`config.mk`:
```
export PLATFORM = sky130hd
export DESIGN_NAME = operand_seq_gen
export DESIGN_NICKNAME = d
export VERILOG_FILES = /design/src/rtl/operand_seq_gen.sv
export SDC_FILE = /design/constraint.sdc
export NUM_CORES = 1
export LEC_CHECK = 0
export BUFFER_PORTS_ARGS = -buffer_cell sky130_fd_sc_hd__clkbuf_2
export CAP_MARGIN = 20
export CORE_MARGIN = 10
export CORE_UTILIZATION = 58
export DETAILED_ROUTE_END_ITERATION = 16
export PLACE_DENSITY = 0.79
export SLEW_MARGIN = 20
export SYNTH_ARGS = -nofsm -noshare
export SYNTH_HDL_FRONTEND = slang
export SYNTH_SLANG_ARGS = --single-unit
```
`constraint.sdc`:
```
create_clock -name clk -period 2.8 [get_ports clk]
set_clock_uncertainty 0.1 [all_clocks]
set_input_delay 0.28 -clock clk [delete_from_list [all_inputs] [get_ports clk]]
set_output_delay 0.28 -clock clk [all_outputs]
set_load 0.02 [all_outputs]
```
`src/rtl/operand_seq_gen.sv`:
```
// Operand-pair stimulus source (random LFSR or exhaustive sweep) with valid/ready output.
// Optional stall counter output enabled by defining OPGEN_STALL_CNT_EN.
module operand_seq_gen #(
    parameter int          WIDTH   = 3,
    parameter logic [15:0] SEED    = 16'hACE1,
    parameter int          MOD     = 7,
    parameter int          NUM_VEC = 250
) (
    input  logic             clk,
    input  logic             rst_n,
    input  logic             start,
    input  logic             stop,
    input  logic             mode,
    output logic [WIDTH-1:0] a,
    output logic [WIDTH-1:0] b,
    output logic             valid,
    input  logic             ready,
    output logic             busy,
    output logic             done,
    output logic [15:0]      count
`ifdef OPGEN_STALL_CNT_EN
    ,
    output logic [15:0]      stall_cnt
`endif
);

    localparam int          IW      = 2 * WIDTH;
    localparam logic [15:0] T_RAND  = 16'(NUM_VEC);
    localparam logic [15:0] T_SWEEP = 16'(2 ** IW);

    typedef enum logic [1:0] {IDLE, RUN, DONE} state_t;

    state_t          state;
    logic            mode_q;
    logic [15:0]     lfsr;
    logic [IW-1:0]   idx;

    logic            xfer;
    logic            last;
    logic [15:0]     count_inc;
    logic [15:0]     lfsr_nx;
    logic [IW-1:0]   idx_nx;
    logic [15:0]     t_total;

    function automatic logic [WIDTH-1:0] rand_a(input logic [15:0] l);
        return WIDTH'(int'(l[WIDTH-1:0]) % MOD);
    endfunction

    function automatic logic [WIDTH-1:0] rand_b(input logic [15:0] l);
        return l[WIDTH+7:8];
    endfunction

    // NOTE: every signal assigned in always_comb gets a value on every path, so no latch is inferred.
    always_comb begin
        xfer      = (state == RUN) && valid && ready;
        count_inc = (count == 16'hFFFF) ? count : count + 16'd1;
        lfsr_nx   = {1'b0, lfsr[15:1]} ^ (lfsr[0] ? 16'hB400 : 16'h0000);
        idx_nx    = idx + IW'(1);
        t_total   = mode_q ? T_SWEEP : T_RAND;
        last      = (count_inc == t_total);
    end

    // NOTE: all state is updated with non-blocking assignments so every register samples pre-edge values.
    always_ff @(posedge clk) begin
        if (!rst_n) begin
            state     <= IDLE;
            mode_q    <= 1'b0;
            lfsr      <= SEED;
            idx       <= '0;
            a         <= '0;
            b         <= '0;
            valid     <= 1'b0;
            busy      <= 1'b0;
            done      <= 1'b0;
            count     <= '0;
`ifdef OPGEN_STALL_CNT_EN
            stall_cnt <= '0;
`endif
        end else begin
            case (state)
                IDLE, DONE: begin
                    if (start && !stop) begin
                        state  <= RUN;
                        mode_q <= mode;
                        lfsr   <= SEED;
                        idx    <= '0;
                        count  <= '0;
                        valid  <= 1'b1;
                        busy   <= 1'b1;
                        done   <= 1'b0;
                        a      <= mode ? '0 : rand_a(SEED);
                        b      <= mode ? '0 : rand_b(SEED);
`ifdef OPGEN_STALL_CNT_EN
                        stall_cnt <= '0;
`endif
                    end else if (stop) begin
                        state <= IDLE;
                        done  <= 1'b0;
                    end
                end

                RUN: begin
                    if (xfer) begin
                        count <= count_inc;
                        if (mode_q) begin
                            idx <= idx_nx;
                        end else begin
                            lfsr <= lfsr_nx;
                        end
                        // The final transfer leaves a/b alone so a wrapped vector never appears.
                        if (!last) begin
                            a <= mode_q ? idx_nx[IW-1:WIDTH] : rand_a(lfsr_nx);
                            b <= mode_q ? idx_nx[WIDTH-1:0]  : rand_b(lfsr_nx);
                        end
                    end
`ifdef OPGEN_STALL_CNT_EN
                    if (valid && !ready && stall_cnt != 16'hFFFF) begin
                        stall_cnt <= stall_cnt + 16'd1;
                    end
`endif
                    if (stop) begin
                        state <= IDLE;
                        valid <= 1'b0;
                        busy  <= 1'b0;
                    end else if (xfer && last) begin
                        state <= DONE;
                        valid <= 1'b0;
                        busy  <= 1'b0;
                        done  <= 1'b1;
                    end
                end

                default: begin
                    state <= IDLE;
                    valid <= 1'b0;
                    busy  <= 1'b0;
                    done  <= 1'b0;
                end
            endcase
        end
    end

endmodule

```
# == After elaboration in Yosys (flattened, before gate mapping) ==
# Index checks and enable logic that the tools add are counted.
# op_classes
add_sub_neg,2
div_mod_pow,1
n_eq_ne,13
mux,40
bitwise_logic,1
reduce_logical,16
# ops
operator,n
$mux 16,7
$pmux 16 s2,2
$mod 4x4->32 const B,1
$mux 3,9
$mux 6,3
$add 16x1->16 const B,1
$eq 16x16->1 const B,1
$eq 16x8->1,1
$xor 15x16->16,1
$ne 2x2->1 const B,6
$pmux 3 s2,2
$pmux 6 s2,1
$reduce_and 4->1,3
$mux 1,8
$mux 2,4
$mux 8,1
$add 6x1->6 const B,1
$reduce_and 2->1,3
$reduce_and 3->1,2
$logic_and 1x1->1,4
$pmux 1 s2,2
$pmux 2 s2,1
$ne 3x2->1 const B,1
$ne 3x3->1 const B,1
7 further kinds,7
# totals
regBits,49
input_bits,6
output_inout_bits,25
elab_cells,82

# == Logic depth before layout (Yosys ltp) ==
# logic_depth
word_depth,7
mapped_depth,9
depth_no_buf,8

# == Worst setup path after synthesis ==
# No wires, ideal clock.
# synth_timing
kind,reg-to-reg
from,register count[0]
to,register a[2]
setup_ns,0.070
t_arrival_ns,2.591
required_ns,2.630
setup_slack_ns,0.039
stages_incl_launch_ff,9
synth_period_minus_slack_ns,2.761
path_cell_list,dfxtp_1 > ha_1 > nand4_4 > nor4_2 > nor3_1 > o311a_1 > o2111a_2 > or4_1 > a21oi_1
# synth_via
elab_chain_cells,5
# synth_lines
item,line_no,source
start: declaration,20,output logic [15:0] count
start signal: assignment,104,count <= count_inc;
$add 16x1->16 / $eq 16x16->1 (equally long branches),56,count_inc = (count == 16'hFFFF) ? count : count + 16'd1;
$mux 16 (*),56,
$eq 16x8->1 (*),60,last = (count_inc == t_total);
$ne 2x2->1 (no line) (*),n/a,
$reduce_and 4->1 (no line) (*),n/a,
end signal: assignment,91,a <= mode ? '0 : rand_a(SEED);
end signal: assignment,112,a <= mode_q ? idx_nx[IW-1:WIDTH] : rand_a(lfsr_nx);
end: declaration,14,"output logic [WIDTH-1:0] a,"
# Mark *: on every way between the ends. The rest lies on a longest branch, timed or not.
# A chain may end at the register's enable or synchronous reset.

# == Worst setup path in the final report ==
# layout_timing
from,register count[1]
to,register a[2]
# Same word-level chain as after synthesis.

==> results.json <==
{
  "standard_cell_rows": 24,
  "yosysSeqAreaShare": 0.368,
  "antenna_violating_nets_post_route": 0,
  "vdd_ir_drop_max_v": 0.000394,
  "effective_utilization_at_floorplan": 0.603,
  "rsz_0062_raised_after_global_routing": "no",
  "cts-buffers-inserted": 5,
  "synth-edff-count": 0,
  "setup-violations-final": 0,
  "fin_worst_hold_slack_ns": 0.130,
  "ordered_cell_list_for_the_critical_path": "ha_1, nand4_4, nor4_2, xnor2_1, and4_1, o2111a_2, or4_1, a21oi_1",
  "finalWorstPathRequiredPeriod_ns": 2.59,
  "wire_per_inst_um": 16.8,
  "grt_pass1_wl_mm": 11.6,
  "cell_count_after_synthesis": 339,
  "via_per_inst": 6.44,
  "synth_async_sr_flop_share": 0,
  "clk_latency_ns": 0.30,
  "area.sequential_um2": 981,
  "maxCapViolations": 0,
  "final_cell_area_um2": 3060,
  "globalRouteTotalUtil": 0.183,
  "drc_errors": 0,
  "post_route_cells_drive_above_1_share": 0.186,
  "cell_at_the_root_of_the_clock_tree": "sky130_fd_sc_hd__clkbuf_8",
  "setup.worst_path.start_class": "flop",
  "yosys-top-cells-count": "sky130_fd_sc_hd__dfxtp_1, sky130_fd_sc_hd__nor2_1, sky130_fd_sc_hd__nand2_1, sky130_fd_sc_hd__a21oi_1, sky130_fd_sc_hd__o21ai_0",
  "fillerInstances": 376,
  "min_path_type": "primary input to flop",
  "cts.htree.levels": 2,
  "reg_to_reg_start": "count[1]$_SDFFE_PN0P_",
  "cts_max_path_buffers": 2,
  "firstDrtPassIters": 4,
  "post_route_clock_period_utilization": 0.927,
  "synth.net_count": 348,
  "synth.area.top_cells": "sky130_fd_sc_hd__dfxtp_1, sky130_fd_sc_hd__nor2_1, sky130_fd_sc_hd__a21oi_1",
  "cts_setup_buffers": 0,
  "syn-mean-instance-area_um2": 7.86,
  "finalHoldViolations": 0,
  "crit_required_ns": 2.94,
  "post_synth_instance_area_um2": 2660,
  "antenna_found_initial": 0,
  "wirelength_mm": 7.13,
  "grt_max_degree": 36,
  "place_hpwl_mm": 5.12,
  "cellPowerDensity_nw_per_um2": 458,
  "area_growth_pct": 14.8,
  "multiInputGateArea_um2": 1550,
  "maxSlewViolCount": 0,
  "drtIter0Drc": 143,
  "crit_slowest_cell": "sky130_fd_sc_hd__or4_1",
  "critPathMaxFanout": 9,
  "synth.top_cell.area_share": 0.368,
  "gp_congestion": 0.956,
  "yosys_warning_count": 0,
  "yosys.cell_count.top_type": "sky130_fd_sc_hd__dfxtp_1",
  "worst-slew-pin-transition_ns": 0.613,
  "critical_path_arrival_ns": 2.73,
  "power_mw": 1.40,
  "dr_total_vias": 2724,
  "timing.critical_path.slowest_cell_delay_ns": 0.47,
  "grt_overflow": 0,
  "die_area_um2": 7700,
  "ys_types": 50,
  "outcome": "completed",
  "clk_pin_slew_worst_paths_ns": 0.09,
  "leakage_power_figure_nw": 1.11,
  "cts_repair_resize_count": 0,
  "synth_flop_cell": "sky130_fd_sc_hd__dfxtp_1",
  "final.setup.tns_ns": 0,
  "reg2reg_setup_slack_ns": 0.21,
  "io_buffers": 30,
  "synthDominantAreaCellType": "sky130_fd_sc_hd__dfxtp_1",
  "cts-hold-fix-buffers": 0,
  "timing.rr.end": "a[2]$_SDFFE_PN0P_",
  "rr_worst_depth": 8,
  "boundaryPins": 31,
  "critical_path.endpoint_type": "flop",
  "fp.dieH_um": 87.8,
  "worst-setup-path-type": "flop to flop",
  "synth_seq_cells": 49,
  "antennaDiodeCount": 0,
  "area_post_placement_um2": 2920,
  "worstSetupEndpoint": "a[2]$_SDFFE_PN0P_",
  "max_freq_ghz": 0.385,
  "tritoncts": "yes",
  "clkSinkCount": 49,
  "crit_path_start": "count[1]$_SDFFE_PN0P_",
  "timing.slew.headroom": 0.591,
  "core-area_um2": 4410,
  "number_of_global_route_vias_before_repair": 2442,
  "floorplan.die.width_um": 87.8,
  "num-nets-final": 379
}
==> cells by family (layout without fill, tap and decap cells) <==
family                   Yosys count  in the layout  synth area share
adder cells (fa/ha/maj)            3              3            0.0141
flip-flops                        49             49             0.368
AO/OA/AOI/OAI                     91             91             0.216
AND/OR/NAND/NOR                  145            145             0.285
XOR/XNOR                          11             11            0.0362
buffers and inverters             32             64            0.0503
multiplexers                       8              8            0.0310
==> critical path: cells and delay by family, from the launching register on <==
kind	cells	cell delay, ns
AO/OA/AOI/OAI	2	0.36
XOR/XNOR	1	0.14
adder cells (fa/ha/maj)	1	0.22
flip-flops	1	0.35
AND/OR/NAND/NOR	4	1.34
==> placed cells by master (no fill, tap or decap), types with 2 or more instances in the layout <==
cell / n
sky130_fd_sc_hd__dfxtp_1: 49
sky130_fd_sc_hd__or3_1: 5
sky130_fd_sc_hd__nand4b_1: 2
sky130_fd_sc_hd__o22ai_1: 8
sky130_fd_sc_hd__nor4_2: 3
sky130_fd_sc_hd__mux2i_1: 6
sky130_fd_sc_hd__or4_1: 2
sky130_fd_sc_hd__and4_1: 3
sky130_fd_sc_hd__nand4_1: 10
sky130_fd_sc_hd__clkbuf_2: 30
sky130_fd_sc_hd__ha_1: 3
sky130_fd_sc_hd__bufinv_16: 2
sky130_fd_sc_hd__nand3_1: 13
sky130_fd_sc_hd__o211ai_1: 4
sky130_fd_sc_hd__nor4_1: 4
sky130_fd_sc_hd__xor2_1: 6
sky130_fd_sc_hd__a21oi_1: 26
sky130_fd_sc_hd__buf_4: 21
sky130_fd_sc_hd__nor3b_1: 2
sky130_fd_sc_hd__a211oi_1: 4
sky130_fd_sc_hd__o21ai_0: 23
sky130_fd_sc_hd__a311oi_1: 5
sky130_fd_sc_hd__inv_1: 4
sky130_fd_sc_hd__nor3_1: 13
sky130_fd_sc_hd__xnor2_1: 5
sky130_fd_sc_hd__nor2_1: 40
sky130_fd_sc_hd__and3_1: 5
sky130_fd_sc_hd__nand2_1: 33
sky130_fd_sc_hd__clkbuf_8: 5
sky130_fd_sc_hd__a22oi_1: 11
sky130_fd_sc_hd__nand2b_1: 3
sky130_fd_sc_hd__mux2_2: 2
==> stage by stage <==
stage               utilization  cells  setup slack [ns]
finish                    0.693    423             0.205
global route              0.693    423           0.00760
CTS                       0.693    423             0.233
detailed placement        0.662    415             0.259
global placement          0.662    415             0.304
floorplan                     -    339            0.0389
==> metal layers <==
| layer | wire length (um) | GRT usage | up-vias |
|---|---|---|---|
| met4 | 176 | 0.0841 | 0 |
| li1 | - | - | 1308 |
| met3 | 516 | 0.0446 | 20 |
| met5 | 0 | 0 | - |
| met2 | 3430 | 0.300 | 110 |
| met1 | 3010 | 0.219 | 1286 |
==> flip-flops by register name, indices dropped and copies added, names as in the netlist <==
| register | cells |
|---|---|
| mode_q | 1 |
| done | 1 |
| b | 3 |
| count | 16 |
| state | 2 |
| a | 3 |
| lfsr | 16 |
| busy | 1 |
| idx | 6 |
==> worst min-delay path by stage <==
stage                         startpoint                    end  depth (start not counted)
floorplan                           stop  state[1]$_SDFFE_PN0P_                          1
global placement       a[0]$_SDFFE_PN0P_      a[0]$_SDFFE_PN0P_                          2
detailed placement  lfsr[6]$_SDFFE_PN1P_   lfsr[6]$_SDFFE_PN1P_                          2
CTS                                 mode    mode_q$_SDFFE_PN0P_                          3
global route                        stop  state[1]$_SDFFE_PN0P_                          2
finish                              mode    mode_q$_SDFFE_PN0P_                          3
==> where the power goes <==
group	total, mW	internal, mW	switching (mW)
sequential	0.709	0.703	0.00617
clock	0.605	0.359	0.245
combinational	0.0885	0.0261	0.0623
==> layout make-up <==
type                    instances  area share
clock buffers                   5      0.0225
clock inverters                 3      0.0225
inverters                       5     0.00613
multi-input cells             258       0.506
flip-flops and latches         49       0.321
well taps                      52      0.0213
repair buffers                 51       0.101
Note: power is estimated with default switching activity, not from simulation.
